File: config.mk
export PLATFORM = sky130hd
export DESIGN_NAME = servo_pwm_multi
export DESIGN_NICKNAME = d
export VERILOG_FILES = /design/src/rtl/servo_pwm_multi.sv
export SDC_FILE = /design/constraint.sdc
export NUM_CORES = 1
export LEC_CHECK = 0
export CORE_MARGIN = 5
export CORE_UTILIZATION = 30
export CTS_CLUSTER_SIZE = 24
export DETAILED_ROUTE_END_ITERATION = 12
export HOLD_SLACK_MARGIN = 0.02
export MAX_ROUTING_LAYER = met4
export RECOVER_POWER = 50
export SYNTH_ARGS = -nofsm -noshare
export SYNTH_HDL_FRONTEND = slang
export SYNTH_SLANG_ARGS = --single-unit
File: constraint.sdc
create_clock -name clk -period 3.3 [get_ports clk]
set_input_delay 0.495 -clock clk [delete_from_list [all_inputs] [get_ports clk]]
set_output_delay 0.495 -clock clk [all_outputs]
set_load 0.02 [all_outputs]
File: src/rtl/servo_pwm_multi.sv
// servo_pwm_multi: N-channel hobby-servo PWM from one shared frame counter.
// Ports: clk, rst_n (async, active-low); wr_en/wr_ch/wr_pos set a channel
// target; enable is a per-channel output enable latched at the frame boundary;
// servo are the PWM pins; frame_tick pulses at frame start; in_pos = cur==target.
// Optional: define SERVO_PWM_SLEW_EN to limit cur movement to SLEW_STEP per
// frame; otherwise cur jumps to target at each boundary.
module servo_pwm_multi #(
  parameter int N_CH        = 4,
  parameter int PERIOD_CLKS = 1000000,
  parameter int MIN_PULSE   = 50000,
  parameter int MAX_PULSE   = 100000,
  parameter int POS_W       = 16,
  parameter int SLEW_STEP   = 500,
  parameter int CH_W        = (N_CH > 1) ? $clog2(N_CH) : 1
) (
  input  logic             clk,
  input  logic             rst_n,
  input  logic             wr_en,
  input  logic [CH_W-1:0]  wr_ch,
  input  logic [POS_W-1:0] wr_pos,
  input  logic [N_CH-1:0]  enable,
  output logic [N_CH-1:0]  servo,
  output logic             frame_tick,
  output logic [N_CH-1:0]  in_pos
);

  localparam int SPAN  = MAX_PULSE - MIN_PULSE;
  localparam int CNT_W = (PERIOD_CLKS > 1) ? $clog2(PERIOD_CLKS) : 1;
  localparam int CMP_W = ((CNT_W > POS_W) ? CNT_W : POS_W) + 2;

  localparam logic [CNT_W-1:0] CNT_LAST = CNT_W'(PERIOD_CLKS - 1);
  localparam logic [POS_W-1:0] SPAN_P   = POS_W'(SPAN);
  localparam logic [POS_W-1:0] MID_P    = POS_W'(SPAN / 2);
  localparam logic [CMP_W-1:0] MIN_C    = CMP_W'(MIN_PULSE);

  if (N_CH < 1 || N_CH > 16) begin : g_err_nch
    $error("servo_pwm_multi: N_CH must be 1..16");
  end
  if (MAX_PULSE >= PERIOD_CLKS) begin : g_err_max
    $error("servo_pwm_multi: MAX_PULSE must be below PERIOD_CLKS");
  end
  if (MIN_PULSE > MAX_PULSE) begin : g_err_min
    $error("servo_pwm_multi: MIN_PULSE exceeds MAX_PULSE");
  end
  if ((SPAN >> POS_W) != 0) begin : g_err_span
    $error("servo_pwm_multi: SPAN does not fit POS_W");
  end
  if (N_CH > 1 && CH_W < $clog2(N_CH)) begin : g_err_chw
    $error("servo_pwm_multi: CH_W too narrow for N_CH");
  end
  if (SLEW_STEP < 1) begin : g_err_slew
    $error("servo_pwm_multi: SLEW_STEP must be positive");
  end

  logic [CNT_W-1:0] cnt_q;
  logic [POS_W-1:0] tgt_q [N_CH];
  logic [POS_W-1:0] cur_q [N_CH];
  logic [POS_W-1:0] cur_d [N_CH];
  logic [N_CH-1:0]  en_q;
  logic [N_CH-1:0]  servo_q;
  logic [N_CH-1:0]  servo_d;
  logic             tick_q;
  logic             boundary;
  logic [POS_W-1:0] wr_pos_c;

  assign boundary = (cnt_q == CNT_LAST);
  assign wr_pos_c = (wr_pos > SPAN_P) ? SPAN_P : wr_pos;

  // Widened compare so MIN_PULSE + cur never wraps.
  always_comb begin
    servo_d = '0;
    for (int i = 0; i < N_CH; i++) begin
      servo_d[i] = en_q[i] &&
        ({{(CMP_W-CNT_W){1'b0}}, cnt_q} <
         (MIN_C + {{(CMP_W-POS_W){1'b0}}, cur_q[i]}));
    end
  end

`ifdef SERVO_PWM_SLEW_EN
  localparam int STEP_I = (SLEW_STEP > SPAN) ? SPAN : SLEW_STEP;
  localparam logic [POS_W-1:0] STEP = POS_W'(STEP_I);

  // Step toward target, landing exactly on it when closer than STEP.
  always_comb begin
    for (int i = 0; i < N_CH; i++) begin
      cur_d[i] = cur_q[i];
      if (tgt_q[i] > cur_q[i]) begin
        cur_d[i] = ((tgt_q[i] - cur_q[i]) > STEP) ?
                   (cur_q[i] + STEP) : tgt_q[i];
      end else if (tgt_q[i] < cur_q[i]) begin
        cur_d[i] = ((cur_q[i] - tgt_q[i]) > STEP) ?
                   (cur_q[i] - STEP) : tgt_q[i];
      end
    end
  end
`else
  always_comb begin
    for (int i = 0; i < N_CH; i++) begin
      cur_d[i] = tgt_q[i];
    end
  end
`endif

  always_comb begin
    in_pos = '0;
    for (int i = 0; i < N_CH; i++) begin
      in_pos[i] = (cur_q[i] == tgt_q[i]);
    end
  end

  // Target writes land regardless of the boundary; cur_d was formed
  // from the old target, so a same-cycle write waits one more frame.
  always_ff @(posedge clk or negedge rst_n) begin
    if (!rst_n) begin
      cnt_q   <= '0;
      en_q    <= '0;
      servo_q <= '0;
      tick_q  <= 1'b0;
      for (int i = 0; i < N_CH; i++) begin
        tgt_q[i] <= MID_P;
        cur_q[i] <= MID_P;
      end
    end else begin
      cnt_q   <= boundary ? '0 : cnt_q + CNT_W'(1);
      tick_q  <= (cnt_q == '0);
      servo_q <= servo_d;
      if (boundary) begin
        en_q <= enable;
        for (int i = 0; i < N_CH; i++) begin
          cur_q[i] <= cur_d[i];
        end
      end
      for (int i = 0; i < N_CH; i++) begin
        if (wr_en && (wr_ch == CH_W'(i))) begin
          tgt_q[i] <= wr_pos_c;
        end
      end
    end
  end

  assign servo      = servo_q;
  assign frame_tick = tick_q;

endmodule

# Word-level counts from Yosys, hierarchy flattened
# Cells that the tools add are included.
# W data, S select, Z words.
totals:
  register_bits: 157
  out_inout_bits: 9
  input_bits: 25
  elab_cells: 42
classes:
  add_sub_neg: 5
  reduce_logical: 10
  n_eq_ne: 8
  magnitude_cmp: 5
  muxes: 2
ops:
  columns: ["operator", "n"]
  rows:
  - ["$lt A20 B17 Y1", 4]
  - ["$add A16 B16 Y17 const A", 4]
  - ["$eq A16 B16 Y1", 4]
  - ["$add A20 B1 Y20 const B", 1]
  - ["$eq A20 B20 Y1 const B", 1]
  - ["$logic_not A20 Y1", 1]
  - ["$mux W20", 1]
  - ["$gt A16 B16 Y1 const B", 1]
  - ["$mux W16", 1]
  - ["$logic_and A1 B1 Y1", 8]
  - ["$eq A2 B2 Y1 const B", 2]
  - ["$eq A2 B1 Y1 const B", 1]
  - ["$logic_not A2 Y1", 1]

# Depth between registers and ports, before layout
# Gate-level depths: netlist of run 1.
depth:
  depth_word: 3
  depth_mapped: 10
  mapped_depth_nobuf: 10

# Worst setup path before layout of run 1
# OpenSTA, ideal clock, no wires.
synth_timing:
  path_kind: "flip-flop to flip-flop"
  from: "register cur_q[36] (netlist bit)"
  to: "register servo_q[1] (netlist: servo[1])"
  stages_incl_launch_ff: 10
  synth_period_minus_slack_ns: 2.256
  n_path_buf: 0
  slack_ns: 1.044
  required_ns: 3.218
  setup_ns: 0.082
  t_arrival_ns: 2.174
  cell_sequence: "dfrtp_1 > ha_1 > o21ai_0 > nand2_1 > and3_1 > nor3_1 > ha_1 > a2111oi_0 > o21ai_0 > a31oi_1"
synth_between:
  elab_chain_cells: 3
synth_rtl:
  columns: ["item", "line", "text"]
  rows:
  - ["start: declaration", "57", "logic [POS_W-1:0] cur_q [N_CH];"]
  - ["start signal: indexed assignment", "130", "cur_q[i] <= cur_d[i];"]
  - ["$add A16 B16 Y17", "75", "(MIN_C + {{(CMP_W-POS_W){1'b0}}, cur_q[i]}));"]
  - ["$lt A20 B17 Y1", "74", "({{(CMP_W-CNT_W){1'b0}}, cnt_q} <"]
  - ["$logic_and A1 B1 Y1", "73", "servo_d[i] = en_q[i] &&"]
  - ["net servo_d[1]", "61", "logic [N_CH-1:0] servo_d;"]
  - ["end signal: assignment", "126", "servo_q <= servo_d;"]
  - ["end: declaration", "60", "logic [N_CH-1:0] servo_q;"]
# The timed path passes the listed nets, and every way through them passes these cells.
# A chain may end at the register's enable or synchronous reset.

# Final worst setup path of run 1
layout_timing:
  from: "register cur_q[8] (netlist bit)"
  to: "output in_pos[3]"
layout_between:
  elab_chain_cells: 1
layout_rtl:
  columns: ["item", "line", "text"]
  rows:
  - ["$eq A16 B16 Y1", "107", "in_pos[i] = (cur_q[i] == tgt_q[i]);"]
  - ["end: declaration", "24", "output logic [N_CH-1:0] in_pos"]
# No other way between the ends.

==> results of run 1 <==
## metal layers
layer	vias up	share of wire [%]	track usage, %
met1	3455	49	21.1
met5	-	0	-
li1	3516	-	-
met2	133	45	23.1
met4	0	1.5	3.58
met3	33	3.9	2.26
## flip-flops by register name, summed over array words and instances (netlist names)
name	cells
cnt_q	20
cur_d	64
servo	4
frame_tick	1
en_q	4
cur_q	64
## placed cells by master (no fill, tap or decap), types with 4 or more instances in the layout
| cell type | count |
|---|---|
| a2111oi_0 | 4 |
| a211o_1 | 4 |
| a21o_1 | 13 |
| a21oi_1 | 17 |
| a31oi_1 | 11 |
| and2_1 | 5 |
| and3_1 | 14 |
| buf_4 | 23 |
| clkbuf_16 | 17 |
| clkdlybuf4s50_1 | 31 |
| dfrtp_1 | 109 |
| dfstp_2 | 48 |
| ha_1 | 70 |
| inv_1 | 23 |
| nand2_1 | 282 |
| nand2b_1 | 9 |
| nand3_1 | 36 |
| nand4_1 | 24 |
| nor2_1 | 74 |
| nor2b_1 | 4 |
| nor3_1 | 30 |
| nor3_2 | 4 |
| nor4_1 | 8 |
| o21ai_0 | 31 |
| o21ai_1 | 12 |
| or3_1 | 8 |
| xnor2_1 | 83 |
| xor2_1 | 32 |
## layout make-up
cell class / instances / area [um^2]
Sequential cell: 157 / 3990
Inverter: 23 / 86.3
Clock buffer: 22 / 464
Timing Repair Buffer: 59 / 543
Tap cell: 390 / 488
Multi-Input combinational cell: 802 / 4810
Clock inverter: 10 / 115
Fill cell: 3016 / 19200
## per-stage QoR
stage | cell area, um^2 | power [mW] | utilization, % | setup slack, ns | hold slack, ns
floorplan | 9070 | 2.52 | - | 1.04 | 0.199
global placement | 9930 | 2.72 | 33.4 | 0.656 | 0.459
detailed placement | 9930 | 2.73 | 33.4 | 0.633 | 0.466
CTS | 10500 | 4.70 | 35.4 | 0.324 | 0.0507
global route | 10500 | 4.85 | 35.3 | 0.283 | 0.484
finish | 10500 | 4.66 | 35.3 | 0.412 | 0.428
## Yosys cell counts (3+ instances only)
| master | n |
|---|---|
| a221o_1 | 3 |
| inv_1 | 23 |
| nor3_2 | 4 |
| buf_2 | 3 |
| a31oi_1 | 11 |
| a21o_1 | 13 |
| dfrtp_1 | 109 |
| ha_1 | 70 |
| xor2_1 | 32 |
| nor2b_1 | 4 |
| buf_6 | 10 |
| nor2_1 | 74 |
| a21oi_1 | 17 |
| clkbuf_1 | 17 |
| nor3_1 | 30 |
| xnor2_1 | 83 |
| and3_1 | 15 |
| or3_1 | 8 |
| and2_1 | 5 |
| nand4_1 | 24 |
| nand3_1 | 37 |
| nand2_1 | 282 |
| nand2b_1 | 9 |
| o21ai_0 | 31 |
| dfstp_2 | 48 |
| o21ai_1 | 12 |
| nor4_1 | 8 |
| o221ai_1 | 3 |
| a211o_1 | 4 |
| o21ai_2 | 3 |
| a2111oi_0 | 4 |
## power by group through the flow
stage                     registers, mW  logic (mW)  clock network (mW)
final                              2.25       0.440                1.98
after CTS                          2.25       0.449                2.00
after detailed placement           2.28       0.447                   0
after global routing               2.27       0.495                2.09
after floorplan                    2.24       0.276                   0
after global placement             2.27       0.442                   0
## worst max path at each step
stage / startpoint / endpoint / slack (ns) / cells after the start
after floorplan: cur_q[36]$_DFFE_PN0N_ / servo[1]$_DFF_PN0_ / 1.04 / 9
after global placement: wr_pos[3] / cur_d[6]$_DFFE_PN0P_ / 0.66 / 6
after detailed placement: wr_pos[3] / cur_d[39]$_DFFE_PN1P_ / 0.63 / 6
after CTS: cur_q[24]$_DFFE_PN1N_ / in_pos[2] / 0.32 / 4
after global routing: cur_q[8]$_DFFE_PN1N_ / in_pos[3] / 0.28 / 4
final: cur_q[8]$_DFFE_PN1N_ / in_pos[3] / 0.41 / 4
## worst max-delay path, stage by stage (launching register included)
cell	delay, ns
dfstp_2	0.59
xnor2_1	0.12
nand4_1	0.13
nor4_1	0.44
clkdlybuf4s50_1	0.69
## logic make-up after synthesis
family | after synthesis | synth area share [%]
and+or+nand+nor | 511 | 24.8
DFF | 157 | 44.0
xor gates and xnor gates | 115 | 11.1
AOI/OAI and AO/OA | 104 | 7.16
adders and majority gates | 70 | 9.65
buffers and inverters | 54 | 3.10
muxes | 2 | 0.221
==> impl_metrics.env, run 1 <==
export IMPL_outcome="finished, violations left"
export IMPL_violations="max-capacitance violations, max-slew violations"
export IMPL_clkSlewWorstSetupHoldPaths_ns=0.06
export IMPL_clkLatencyLatePin_ns=0.43
export IMPL_reg2reg_to="servo[0]$_DFF_PN0_"
export IMPL_seqPwrFrac_pct=48.2
export IMPL_antenna_found_initial=0
export IMPL_grt_pass1_vias=6931
export IMPL_drt_iter0_markers=411
export IMPL_critPathMaxFanout=5
export IMPL_yosysWarningCount=0
export IMPL_rsz0062_at_grt="no"
export IMPL_wire_per_inst_um=16.7
export IMPL_worst_pin_slew_ns=1.54
export IMPL_syn_inst=1013
export IMPL_cap_viol_max_count=1
export IMPL_max_freq_mhz=346
export IMPL_vdd_drop_max_mv=0.371
export IMPL_hold_viol_final=0
export IMPL_port_buffers=33
export IMPL_synthFlopType="dfrtp_1"
export IMPL_r2r_cells=9
export IMPL_yosysSeqAreaShare_pct=44.0
export IMPL_clkPwrFrac_pct=42.4
export IMPL_drc=0
export IMPL_numCtsBuffers=17
export IMPL_grt_util_all_layers_pct=15.1
export IMPL_p_sw_mw=1.20
export IMPL_syn_num_nets=1108
export IMPL_synth_cell_type_count=44
export IMPL_finalSetupViolCount=0
export IMPL_core_um2=29700
export IMPL_r2r_slack_ns=0.75
export IMPL_period_minus_slack_ns=2.89
export IMPL_rr_startpoint="cur_q[52]$_DFFE_PN0N_"
export IMPL_drive_gt1_share_pct=10.9
export IMPL_synthTopCellsByArea="dfrtp_1 (30%), dfstp_2 (14%), nand2_1 (12%)"
export IMPL_dr_pass1_iters=5
export IMPL_drt_wl_total_um=24400
export IMPL_slew_headroom_pct=-2.37
export IMPL_setup_tns_ns=0
export IMPL_cts_hold_buffers=0
export IMPL_async_reset_ff_share_pct=100
export IMPL_place_congestion=0.797
export IMPL_cts_tree="done"
export IMPL_diodes=0
export IMPL_arrival_ns=2.39
export IMPL_grt_remaining_overflow=0
export IMPL_stdcell_count=1463
export IMPL_crit_type="reg2out"
export IMPL_ys_seq_elements=157
export IMPL_die_h_um=184
export IMPL_vias=7137
export IMPL_grt_max_degree=70
export IMPL_switching_share_pct=25.6
export IMPL_cts_sinks=157
export IMPL_antenna_left=0
export IMPL_start_kind="flop"
export IMPL_drv_slew=57
export IMPL_power_internal_mw=3.47
export IMPL_die_area_um2=33800
export IMPL_yosysTopAreaCell="dfrtp_1"
export IMPL_p_comb_share_pct=9.4
export IMPL_cts_setup_buffers=0
export IMPL_ios=34
export IMPL_start_util_pct=30.5
export IMPL_grt_pass1_wl_um=38600
export IMPL_leakage_nw=4.84
export IMPL_dp_hpwl_um=17300
export IMPL_cts_htree_levels=4
export IMPL_root_buffer="clkbuf_16"
export IMPL_dp_cells=1431
export IMPL_skew_ns=0.00796
export IMPL_hold_class="in2async"
export IMPL_die_w_um=184
export IMPL_critPathRequiredTime_ns=2.80
export IMPL_syn_area_um2=9070
export IMPL_avgSynthCellArea_um2=8.96
export IMPL_synth_edf_count=0
export IMPL_fin_nets=1155
export IMPL_clockBufferDepth=2
export IMPL_fin_crit_sh_pct=87.5
export IMPL_syn2layout_area_growth_pct=15.7
export IMPL_rows=63
export IMPL_via_per_inst=4.88
export IMPL_yosysTopAreaCellShare_pct=30.1
export IMPL_power_density_nw_per_um2=444
export IMPL_cts_resized_gates=0
export IMPL_end_kind="output pin"
No activity file was read; power rests on OpenSTA's default activity.
==> inputs of run 2 (changes only) <==
--- a/config.mk
+++ b/config.mk
@@ -7,7 +7,6 @@
 export LEC_CHECK = 0
 export CORE_MARGIN = 5
 export CORE_UTILIZATION = 30
-export CTS_CLUSTER_SIZE = 24
 export DETAILED_ROUTE_END_ITERATION = 12
 export HOLD_SLACK_MARGIN = 0.02
 export MAX_ROUTING_LAYER = met4
==> results of run 2 <==
The final DEF is identical to that of run 1; final timing and power are the same.
==> inputs of run 3 (changes only) <==
--- a/config.mk
+++ b/config.mk
@@ -11,6 +11,7 @@
 export HOLD_SLACK_MARGIN = 0.02
 export MAX_ROUTING_LAYER = met4
 export RECOVER_POWER = 50
+export SETUP_SLACK_MARGIN = 0.5
 export SYNTH_ARGS = -nofsm -noshare
 export SYNTH_HDL_FRONTEND = slang
 export SYNTH_SLANG_ARGS = --single-unit
==> run 3 against run 2 <==
Effect of this change:
- the flow still finishes with violations (max-capacitance violations, max-slew violations)
- combinational power barely moved
- power barely moved
- clock-buffer cell count did not move
- sequential share of layout area fell by 0.054 points
- first-iteration DRC count rose by 5.1%
- clock skew barely moved
- final cell count barely moved
- clock power barely moved
- non-clock buffer count did not move
- register-to-register slack barely moved
==> impl_metrics.env, run 3 (same netlist as run 1, synthesis figures left out) <==
export IMPL_antenna_found_initial=0
export IMPL_leakage_nw=4.87
export IMPL_drt_wl_total_um=24400
export IMPL_whs_ns=0.428
export IMPL_rsz0062_at_grt="no"
export IMPL_grt_util_all_layers_pct=15.1
export IMPL_arrival_ns=2.88
export IMPL_layout_commonest_cell="nand2_1"
export IMPL_setup_tns_ns=0
export IMPL_antenna_left=0
export IMPL_multi_input_area_um2=4830
export IMPL_critPathSlowestCell="dfrtp_1"
export IMPL_seq_area_um2=3990
export IMPL_clkSlewWorstSetupHoldPaths_ns=0.06
export IMPL_nFillCells=3025
export IMPL_cts_tree="done"
export IMPL_wire_per_inst_um=16.7
export IMPL_slew_headroom_pct=-2.25
export IMPL_finalSetupViolCount=0
export IMPL_hold_viol_final=0
export IMPL_crit_type="reg2reg"
export IMPL_drt_iter0_markers=432
export IMPL_reg2reg_to="servo[0]$_DFF_PN0_"
export IMPL_root_buffer="clkbuf_16"
export IMPL_seqPwrFrac_pct=48.2
export IMPL_die_w_um=184
export IMPL_critPathMaxFanout=5
export IMPL_die_h_um=184
export IMPL_cp_cell_sequence="ha_1 -> o21ai_0 -> nand2_1 -> and3_1 -> nor3_1 -> ha_1 -> a2111oi_1 -> o21ai_0 -> a31oi_1"
export IMPL_drive_gt1_share_pct=11.1
export IMPL_mostFrequentLayoutCells="nand2_1 (282), dfrtp_1 (109), xnor2_1 (83)"
export IMPL_switching_share_pct=25.6
export IMPL_clockBufferDepth=2
export IMPL_p_sw_mw=1.20
export IMPL_critPathMaxStageDelay_ns=0.45
export IMPL_rr_startpoint="cur_q[52]$_DFFE_PN0N_"
export IMPL_fin_ws_ns=0.763
export IMPL_clkPwrFrac_pct=42.3
export IMPL_cap_viol_max_count=1
export IMPL_cts_setup_buffers=0
export IMPL_hold_class="in2async"
export IMPL_worst_pin_slew_ns=1.53
export IMPL_dr_pass1_iters=5
export IMPL_period_minus_slack_ns=2.54
export IMPL_fin_nets=1155
export IMPL_drc=0
export IMPL_vdd_drop_max_mv=0.372
export IMPL_clkLatencyLatePin_ns=0.43
export IMPL_r2r_cells=9
export IMPL_grt_pass1_wl_um=38500
export IMPL_place_ws_ns=0.633
export IMPL_start_util_pct=30.5
export IMPL_violations="max-capacitance violations, max-slew violations"
export IMPL_cts_sinks=157
export IMPL_cts_htree_levels=4
export IMPL_die_area_um2=33800
export IMPL_r2r_slack_ns=0.76
export IMPL_drv_slew=57
export IMPL_p_comb_share_pct=9.5
export IMPL_grt_remaining_overflow=0
export IMPL_rows=63
export IMPL_start_kind="flop"
export IMPL_end_kind="flop"
export IMPL_place_congestion=0.797
export IMPL_critPathRequiredTime_ns=3.64
export IMPL_port_buffers=33
export IMPL_power_internal_mw=3.47
export IMPL_via_per_inst=4.87
export IMPL_outcome="finished, violations left"
export IMPL_skew_ns=0.00806
export IMPL_dp_hpwl_um=17300
export IMPL_max_freq_mhz=394
export IMPL_grt_pass1_vias=6922
export IMPL_fin_crit_sh_pct=76.9
export IMPL_core_um2=29700
export IMPL_vias=7132
export IMPL_syn2layout_area_growth_pct=15.9
export IMPL_power_density_nw_per_um2=444
export IMPL_ios=34
export IMPL_cts_hold_buffers=0
export IMPL_numCtsBuffers=17
export IMPL_grt_max_degree=70
export IMPL_setup_worst_path_start="cur_q[52]$_DFFE_PN0N_"
-- run 3: layer usage --
metal	global-route usage, %	vias up	routed length (um)
met5	-	-	0
met2	23.1	131	11000
met3	2.26	33	923
met1	21.1	3450	12100
li1	-	3518	-
met4	3.58	0	383
-- run 3: how the worst max path moves through the flow --
stage | end | slack, ns | cells after the start
global route | servo[0]$_DFF_PN0_ | 0.51 | 9
CTS | in_pos[2] | 0.44 | 4
floorplan | servo[1]$_DFF_PN0_ | 1.04 | 9
global placement | cur_d[6]$_DFFE_PN0P_ | 0.66 | 6
detailed placement | cur_d[39]$_DFFE_PN1P_ | 0.63 | 6
finish | servo[0]$_DFF_PN0_ | 0.76 | 9
-- run 3: area by class of cell --
type	count	share of cell area, %
Clock buffer	22	4.41
Inverter	23	0.821
Timing Repair Buffer	59	5.15
Antenna cell	1	0.0238
Multi-Input combinational cell	802	45.9
Tap cell	390	4.64
Clock inverter	10	1.09
Sequential cell	157	37.9
-- run 3: critical path: cells and delay by family (launching register included) --
family,cells,cell delay (ns)
adders and majority gates,2,0.53
and+or+nand+nor,3,0.57
AOI/OAI and AO/OA,4,0.93
DFF,1,0.45
-- run 3: metrics by stage --
| step | util (%) | std cells | area, um^2 | power, mW |
|---|---|---|---|---|
| finish | 35.4 | 1464 | 10500 | 4.66 |
| floorplan | - | 1013 | 9070 | 2.52 |
| global route | 35.4 | 1463 | 10500 | 4.85 |
| CTS | 35.4 | 1463 | 10500 | 4.70 |
| detailed placement | 33.4 | 1431 | 9930 | 2.73 |
| global placement | 33.4 | 1431 | 9930 | 2.72 |
-- run 3: timing repair --
action,CTS,global route
setup endpoints to repair,4,3
resized for setup,5,3
endpoints found under the hold margin,0,0
-- run 3: power by group through the flow --
stage	combinational [mW]	clock (mW)	sequential [mW]
floorplan	0.276	0	2.24
global placement	0.442	0	2.27
detailed placement	0.447	0	2.28
CTS	0.451	2.00	2.25
global route	0.496	2.09	2.27
finish	0.442	1.97	2.25
